### config.mk
export PLATFORM = sky130hd
export DESIGN_NAME = instr_fetch_unit
export DESIGN_NICKNAME = d
export VERILOG_FILES = /design/src/rtl/instr_fetch_unit.sv
export SDC_FILE = /design/constraint.sdc
export NUM_CORES = 1
export LEC_CHECK = 0
export BUFFER_PORTS_ARGS = -buffer_cell sky130_fd_sc_hd__buf_2
export CAP_MARGIN = 10
export CORE_MARGIN = 1.5
export CORE_UTILIZATION = 51
export CTS_CLUSTER_SIZE = 16
export DETAILED_ROUTE_END_ITERATION = 8
export GPL_ROUTABILITY_DRIVEN = 0
export PLACE_DENSITY = 0.77
export SLEW_MARGIN = 10
export SYNTH_ARGS = -nofsm -noshare
export SYNTH_HDL_FRONTEND = slang
export SYNTH_SLANG_ARGS = --single-unit
### constraint.sdc
create_clock -name clk -period 2.5 [get_ports clk]
set_input_delay 0.125 -clock clk [delete_from_list [all_inputs] [get_ports clk]]
set_output_delay 0.125 -clock clk [all_outputs]
set_load 0.02 [all_outputs]
### src/rtl/instr_fetch_unit.sv
// Fetch stage: owns the PC, issues one synchronous imem read per cycle and queues
// PC-tagged words for the decoder. Define IFETCH_PERF_CNT_EN to add fetch_count.
module instr_fetch_unit #(
  parameter int ADDR_W = 12,
  parameter int INSTR_W = 16,
  parameter int OP_W = 4,
  parameter int REG_W = 6,
  parameter int DEPTH = 4,
  parameter logic [ADDR_W-1:0] RESET_PC = '0
) (
  input  logic               clk,
  input  logic               rst_n,
  input  logic               halt,
  input  logic               redirect_en,
  input  logic [ADDR_W-1:0]  redirect_addr,
  output logic               imem_en,
  output logic [ADDR_W-1:0]  imem_addr,
  input  logic [INSTR_W-1:0] imem_rdata,
  output logic               out_valid,
  input  logic               out_ready,
  output logic [ADDR_W-1:0]  out_pc,
  output logic [INSTR_W-1:0] out_instr,
  output logic [OP_W-1:0]    out_opcode,
  output logic [REG_W-1:0]   out_rn,
  output logic [REG_W-1:0]   out_rm,
  output logic [ADDR_W-1:0]  out_jaddr,
  output logic               halted
`ifdef IFETCH_PERF_CNT_EN
  ,
  output logic [31:0]        fetch_count
`endif
);

  localparam int PTR_W = $clog2(DEPTH);
  localparam int CNT_W = PTR_W + 1;
  localparam int OCC_W = CNT_W + 1;
  localparam logic [OCC_W-1:0] DEPTH_OCC = OCC_W'(DEPTH);

  logic [ADDR_W-1:0]  pc;
  logic [ADDR_W-1:0]  tag;
  logic               inflight;
  logic               issue;
  logic               push;
  logic               pop;
  logic [CNT_W-1:0]   count;
  logic [PTR_W-1:0]   wr_ptr;
  logic [PTR_W-1:0]   rd_ptr;
  logic [OCC_W-1:0]   occ;
  logic [ADDR_W-1:0]  fifo_pc    [DEPTH];
  logic [INSTR_W-1:0] fifo_instr [DEPTH];

  // Occupancy counts the read in flight so a full FIFO can never be overrun.
  assign out_valid = (count != '0);
  assign pop       = out_valid & out_ready;
  assign occ       = OCC_W'(count) + OCC_W'(inflight) - OCC_W'(pop);
  assign issue     = !halt && !redirect_en && (occ < DEPTH_OCC);
  assign push      = inflight & ~redirect_en;
  assign imem_en   = issue & rst_n;
  assign imem_addr = pc;

  assign out_pc     = out_valid ? fifo_pc[rd_ptr] : '0;
  assign out_instr  = out_valid ? fifo_instr[rd_ptr] : '0;
  assign out_opcode = out_instr[INSTR_W-1 -: OP_W];
  assign out_rn     = out_instr[2*REG_W-1 -: REG_W];
  assign out_rm     = out_instr[REG_W-1:0];
  assign out_jaddr  = out_instr[ADDR_W-1:0];

  always_ff @(posedge clk or negedge rst_n) begin
    if (!rst_n) begin
      pc       <= RESET_PC;
      tag      <= '0;
      inflight <= 1'b0;
      halted   <= 1'b0;
    end else begin
      halted   <= halt & ~inflight;
      inflight <= issue;
      if (redirect_en) begin
        pc <= redirect_addr;
      end else if (issue) begin
        pc  <= pc + ADDR_W'(1);
        tag <= pc;
      end
    end
  end

  // A redirect flushes the queue; a same-cycle pop needs no pointer update.
  always_ff @(posedge clk or negedge rst_n) begin
    if (!rst_n) begin
      count  <= '0;
      wr_ptr <= '0;
      rd_ptr <= '0;
    end else if (redirect_en) begin
      count  <= '0;
      wr_ptr <= '0;
      rd_ptr <= '0;
    end else begin
      if (push) wr_ptr <= wr_ptr + PTR_W'(1);
      if (pop) rd_ptr <= rd_ptr + PTR_W'(1);
      count <= count + CNT_W'(push) - CNT_W'(pop);
    end
  end

  always_ff @(posedge clk) begin
    if (push) begin
      fifo_pc[wr_ptr]    <= tag;
      fifo_instr[wr_ptr] <= imem_rdata;
    end
  end

`ifdef IFETCH_PERF_CNT_EN
  always_ff @(posedge clk or negedge rst_n) begin
    if (!rst_n) begin
      fetch_count <= '0;
    end else if (pop) begin
      fetch_count <= fetch_count + 32'd1;
    end
  end
`endif

endmodule

# Word-level counts from Yosys, hierarchy flattened
# Memory sizes are Yosys's and may differ from the RTL's.
# Index checks and enable logic that the tools add are counted.
totals:
  latch_bits: 0
  input_bits: 33
  output_inout_bits: 71
  ramBits: 112
  wordCells: 43
  register_bits: 33
  n_memories: 2
  mem_bits_ro: 0
mem_list:
  columns: ["memory", "words", "width", "read_ports", "rd_clocked_by_memory_dff", "write_ports", "line", "rtl"]
  rows:
  - ["fifo_instr", 4, 16, 1, 0, 1, "50", "logic [INSTR_W-1:0] fifo_instr [DEPTH];"]
  - ["fifo_pc", 4, 12, 1, 0, 1, "49", "logic [ADDR_W-1:0] fifo_pc [DEPTH];"]
op_classes:
  n_addsub: 7
  reduce_logical: 9
  n_div: 0
  bitwise: 6
  shift: 0
  order_cmp: 1
  mux: 11
  eq_ne: 0
  n_mul: 0
ops:
  columns: ["op", "count"]
  rows:
  - ["$mux 12", 3]
  - ["$mux 16", 1]
  - ["$add 12x1->12 const B", 1]
  - ["$mux 2", 4]
  - ["$reduce_bool 2->1", 3]
  - ["$add 2x1->2 const B", 2]
  - ["$add 3x1->4", 1]
  - ["$and 1x1->1", 4]
  - ["$lt 4x3->1 const B", 1]
  - ["$sub 4x1->4", 1]
  - ["$add 3x1->3", 1]
  - ["$mux 3", 1]
  - ["$reduce_bool 3->1", 1]
  - ["$sub 3x1->3", 1]
  - ["$logic_and 1x1->1", 2]
  - ["$logic_not 1->1", 2]
  - ["$mux 1", 2]
  - ["$not 1->1", 2]
  - ["$reduce_and 2->1", 1]

# Depth between registers and ports, before layout
depth:
  depth_word: 7
  depth_mapped: 10
  ltp_nobuf: 9

# Least setup slack after synthesis
# OpenSTA, ideal clock, no wires.
synth_path:
  path_type: "register -> register"
  start: "register count[1]"
  end: "register tag[10]"
  setup_ns: 0.125
  path_stages_with_launch: 11
  n_path_buf: 1
  synth_period_minus_slack_ns: 2.654
  setup_slack_ns: -0.154
  required_time_ns: 2.375
  arrival_time_ns: 2.529
  path_cell_list: "dfrtp_1 > or3_1 > and2_1 > ha_1 > inv_1 > ha_1 > nand3b_4 > a211o_1 > a21oi_4 > buf_6 > mux2_2"
synth_between:
  elab_chain_len: 6
  elab_cells_between_ends: 7
  cone_classes: "add/sub: 2; order compare: 1; bitwise: 1; reduce/logical: 3"
synth_lines:
  columns: ["element", "line", "rtl"]
  rows:
  - ["start, declared", "45", "logic [CNT_W-1:0] count;"]
  - ["start signal, assigned", "99", "count <= count + CNT_W'(push) - CNT_W'(pop);"]
  - ["parallel branches: the longest is 2 deep, another holds $add 3x1->4", null, null]
  - ["$sub 4x1->4 (*)", "55", "assign occ = OCC_W'(count) + OCC_W'(inflight) - OCC_W'(pop);"]
  - ["$lt 4x3->1 (*)", "56", "assign issue = !halt && !redirect_en && (occ < DEPTH_OCC);"]
  - ["$logic_and 1x1->1 (*)", "56", null]
  - ["net issue", "42", "logic issue;"]
  - ["$reduce_and 2->1 (no source line) (*)", null, null]
  - ["end signal, assigned", "81", "tag <= pc;"]
  - ["end, declared", "40", "logic [ADDR_W-1:0] tag;"]
# Mark *: on every way through the listed nets, which the timed path passes.
# A chain may end at the register's enable or synchronous reset.

# Worst setup path after layout
layout_path:
  start: "register count[0]"
  end: "output port imem_en"
layout_between:
  elab_chain_len: 6
  elab_cells_between_ends: 7
  cone_classes: "add/sub: 2; order compare: 1; bitwise: 2; reduce/logical: 2"
layout_lines:
  columns: ["element", "line", "rtl"]
  rows:
  - ["parallel branches: the longest is 2 deep, another holds $add 3x1->4", null, null]
  - ["$sub 4x1->4 (*)", "55", null]
  - ["$lt 4x3->1 (*)", "56", null]
  - ["$logic_and 1x1->1 (*)", "56", null]
  - ["$and 1x1->1 (*)", "58", "assign imem_en = issue & rst_n;"]
  - ["end, declared", "16", "output logic imem_en,"]
# Mark *: on every way between the ends.

==> summary.md <==
| Metric | Value |
|---|---|
| CP arrival | 2.56 ns |
| Antenna diodes | 0 |
| CTS tree | built |
| Vias post-DR | 3793 |
| Setup ws final | -0.185 ns |
| Setup CP Type | reg -> out |
| Mapped cell area | 6330 um2 |
| CTS Buffer Depth | 2 |
| Rel. slew slack | 0.680 |
| CTS root buf | clkbuf_16 |
| Post-route insts no fill | 702 |
| Initial core utilization | 0.525 |
| Ports | 104 |
| DIE WIDTH | 114 um |
| Placed cell count | 631 |
| Cell Chain, Critical Path | or3_4 > and2_4 > ha_4 > inv_2 > ha_4 > clkinvlp_4 > a211o_1 > a21oi_4 > and2_4 > buf_6 |
| Port Buffer Count | 103 |
| Worst slew pin tran | 0.478 ns |
| Vias per cell | between 5 and 6 |
| Filler instances | between 800 and 900 |
| Clock Skew | between 0.008 and 0.009 ns |
| Number of global-route vias before repair | 3729 |
| Yosys reg bits | 145 |
| Worst setup SP type | flip-flop |
| Status | complete, but fails checks |
| RSZ-0062 raised after global routing | true |
| Initial drt markers | 237 |
| Clock Latency Late Sink | ~0.41 ns |
| Clk sinks | around 150 |
| First-pass GRT wire length | roughly 19000 um |
| Pin count of the biggest net entering global routing | 45 |
| Post-synth net total | 428 |
| Ys Warns | 0 |
| Pins over their slew limit | 0 |
| Cell count after synthesis | 385 |
| Unique masters post-synth | 43 |
| Core area | 12100 um2 |
| CP max stage cell | or3_4 |
| Die H | 114 um |
| Initial antenna violation count | 0 |
| Post-route DRC | 0 |
| HP Class | in -> reg |
| Num CTS Buffers | 17 |
| Post-Place Cell Area | 7000 um2 |
| Data required, critical path | 2.38 ns |
| Drt total wl | approximately 13000 um |
| Internal power | 6.00 mW |
| Clk slew on worst S/H paths | 0.06 ns |
| Net Sw Frac | 0.326 |
| H-tree Lvls | 4 |
| Switching power | 2.91 mW |
| DIE AREA | 13100 um2 |
| HPWL after DPL | a little under 8000 um |
| Routed Antenna Nets | 0 |
| Violated checks | setup timing |
| Share of layout cells above drive strength 1 | 0.403 |
| Fmax | around 370 MHz |
| Post-Layout Inst Area | 8050 um2 |
| Wirelength per Cell | 17.9 um |
| Total power | 8.91 mW |
| CP Capture Type | output port |
| Global route overflow | 0 |
| CP max FO | 2 |
| Sequential area share after synthesis | 0.662 |
| Final setup viols | 21 |
| Synthesis-to-finish area growth | 27.2% |
| FP Rows | 40 |
| Post-layout net count | approximately 570 |
| Setup TNS | -1.87 ns |
| Avg Synthesized Cell Area | approximately 16 um2 |
| CP max stage delay | 0.39 ns |
| Gr usage total | 0.201 |
| # Max-Cap Violations | 0 |
| Clock group share of total power | 0.287 |
| Dpl ws | -0.0112 ns |
| Fin crit period | 2.68 ns |
| Seq pwr share | 0.367 |
| Leak | 3.08 nW |
| DR pass1 iterations | 4 |
| Gate power share | 0.346 |
| Final hold violations | 0 |
| Period utilisation layout | 1.07 |
| VDD IR-drop max | 0.000456 V |
| PwrDens | 1110 nW/um2 |
[kinds of logic (layout without fill, tap and decap cells)]
| family | count (synthesis) | in the layout | share of synthesized area |
|---|---|---|---|
| simple gates | 104 | 104 | 0.0981 |
| buf+inv | 53 | 202 | 0.0512 |
| fa+ha+maj | 10 | 10 | 0.0210 |
| xor+xnor | 5 | 5 | 0.00692 |
| flops | 145 | 145 | 0.662 |
| compound gates | 27 | 27 | 0.0382 |
| mux | 41 | 41 | 0.123 |
[sequential cells by signal, indices dropped and copies added (netlist names)]
name,flops
tag,12
inflight,1
fifo_pc,48
wr_ptr,2
count,3
fifo_instr,64
halted,1
rd_ptr,2
imem_addr,12
[worst max-delay path: cells and delay by family (launching register included)]
kind	cells	cell delay [ns]
adder cells (fa/ha/maj)	2	0.28
flip-flops	1	0.37
AO/OA/AOI/OAI	2	0.53
buffers and inverters	3	0.24
AND/OR/NAND/NOR	3	0.73
[worst paths after layout]
kind	slack, ns	from	cells past startpoint	end
hold / removal	0.02	redirect_addr[7]	3	imem_addr[7]
hold reg to reg	0.53	tag[4]	0	fifo_pc[0][4]
setup reg to reg	-0.13	count[0]	11	tag[4]
min in group asynchronous	0.28	rst_n	3	imem_addr[0]
setup / recovery	-0.18	count[0]	10	imem_en
max in group asynchronous	1.89	rst_n	3	rd_ptr[0]
[cells in the final DEF (no fill, tap or decap), types with 3 or more instances in the layout]
cell type / count
edfxtp_1: 112
buf_2: 102
and2_1: 33
dfrtp_1: 32
mux4_2: 28
dlygate4sd3_1: 27
buf_4: 24
nand3_1: 19
clkbuf_16: 17
nor2b_1: 11
a22oi_1: 9
nor2_1: 8
inv_1: 7
nand2_1: 7
a2111o_1: 7
mux2_4: 7
ha_1: 7
nand4_1: 5
mux2_2: 5
buf_12: 5
clkinvlp_4: 4
bufinv_16: 4
xor2_1: 3
clkinv_1: 3
clkinv_2: 3
buf_6: 3
[synth_stat cells]
| master | number | area share |
|---|---|---|
| edfxtp_1 | 112 | 0.53 |
| and2_1 | 35 | 0.035 |
| dfrtp_1 | 33 | 0.13 |
| buf_4 | 28 | 0.033 |
| mux4_2 | 28 | 0.10 |
| nand3_1 | 21 | 0.017 |
| mux2_2 | 12 | 0.021 |
| nor2b_1 | 11 | 0.011 |
| a22oi_1 | 9 | 0.011 |
| clkbuf_1 | 9 | 0.0053 |
| ha_1 | 9 | 0.018 |
| inv_1 | 9 | 0.0053 |
| nor2_1 | 8 | 0.0047 |
| a2111o_1 | 7 | 0.012 |
| nand2_1 | 7 | 0.0042 |
| nand4_1 | 5 | 0.0049 |
| buf_2 | 4 | 0.0032 |
| xor2_1 | 3 | 0.0042 |
| a211o_1 | 2 | 0.0028 |
| a221o_1 | 2 | 0.0032 |
| and4_1 | 2 | 0.0028 |
| buf_6 | 2 | 0.0036 |
| nand2b_1 | 2 | 0.0020 |
| nand4b_1 | 2 | 0.0028 |
| nor3b_1 | 2 | 0.0024 |
| o21ai_0 | 2 | 0.0016 |
| or3_1 | 2 | 0.0020 |
| xnor2_1 | 2 | 0.0028 |
| a2111oi_0 | 1 | 0.0014 |
| a211oi_1 | 1 | 0.0012 |
| a21o_1 | 1 | 0.0012 |
| a21oi_4 | 1 | 0.0026 |
| and2b_1 | 1 | 0.0012 |
| and3_1 | 1 | 0.00099 |
| and4b_1 | 1 | 0.0016 |
| buf_1 | 1 | 0.00059 |
| fa_1 | 1 | 0.0032 |
| mux2i_1 | 1 | 0.0016 |
| nand3b_4 | 1 | 0.0032 |
| nor3_1 | 1 | 0.00079 |
| nor4bb_1 | 1 | 0.0016 |
| o211ai_1 | 1 | 0.0012 |
| or2_2 | 1 | 0.00099 |
[power by group through the flow]
stage | clock, mW | combinational (mW) | sequential (mW)
6_report | 2.56 | 3.08 | 3.27
5_1_grt | 2.73 | 3.33 | 3.31
4_1_cts | 2.60 | 3.04 | 3.27
3_5_place_dp | 0 | 2.88 | 3.31
3_3_place_gp | 0 | 2.83 | 3.27
2_1_floorplan | 0 | 2.28 | 3.24
[per-stage QoR]
step           hold slack, ns  utilization
6_report               0.0226        0.667
5_1_grt               0.00983        0.667
4_1_cts              0.000953        0.661
3_5_place_dp            0.184        0.580
3_3_place_gp            0.171        0.580
2_1_floorplan          -0.171            -
[cell type report]
cell class / count / area (um2) / share of cell area
Sequential cell: 145 / 4190 / 0.521
Multi-Input combinational cell: 187 / 1890 / 0.235
Timing Repair Buffer: 162 / 1120 / 0.140
Clock buffer: 18 / 429 / 0.0533
Tap cell: 168 / 210 / 0.0261
Clock inverter: 13 / 169 / 0.0210
Inverter: 9 / 37.5 / 0.00467
[per-layer routing]
| metal | vias up | wire length [um] | GRT usage |
|---|---|---|---|
| met5 | - | 0 | 0 |
| met1 | 1920 | 5400 | 0.256 |
| met4 | 0 | 112 | 0.0600 |
| li1 | 1733 | - | - |
| met3 | 12 | 529 | 0.0450 |
| met2 | 128 | 6490 | 0.348 |
[timing repair]
action,4_1_cts,5_1_grt
buffers inserted,4,9
hold buffers,27,0
setup endpoints to repair,13,22
hold endpoints to repair,107,0
cloned,1,0
resized for setup,13,7
pin swaps,4,9
Note: power is estimated with default switching activity, not from simulation.
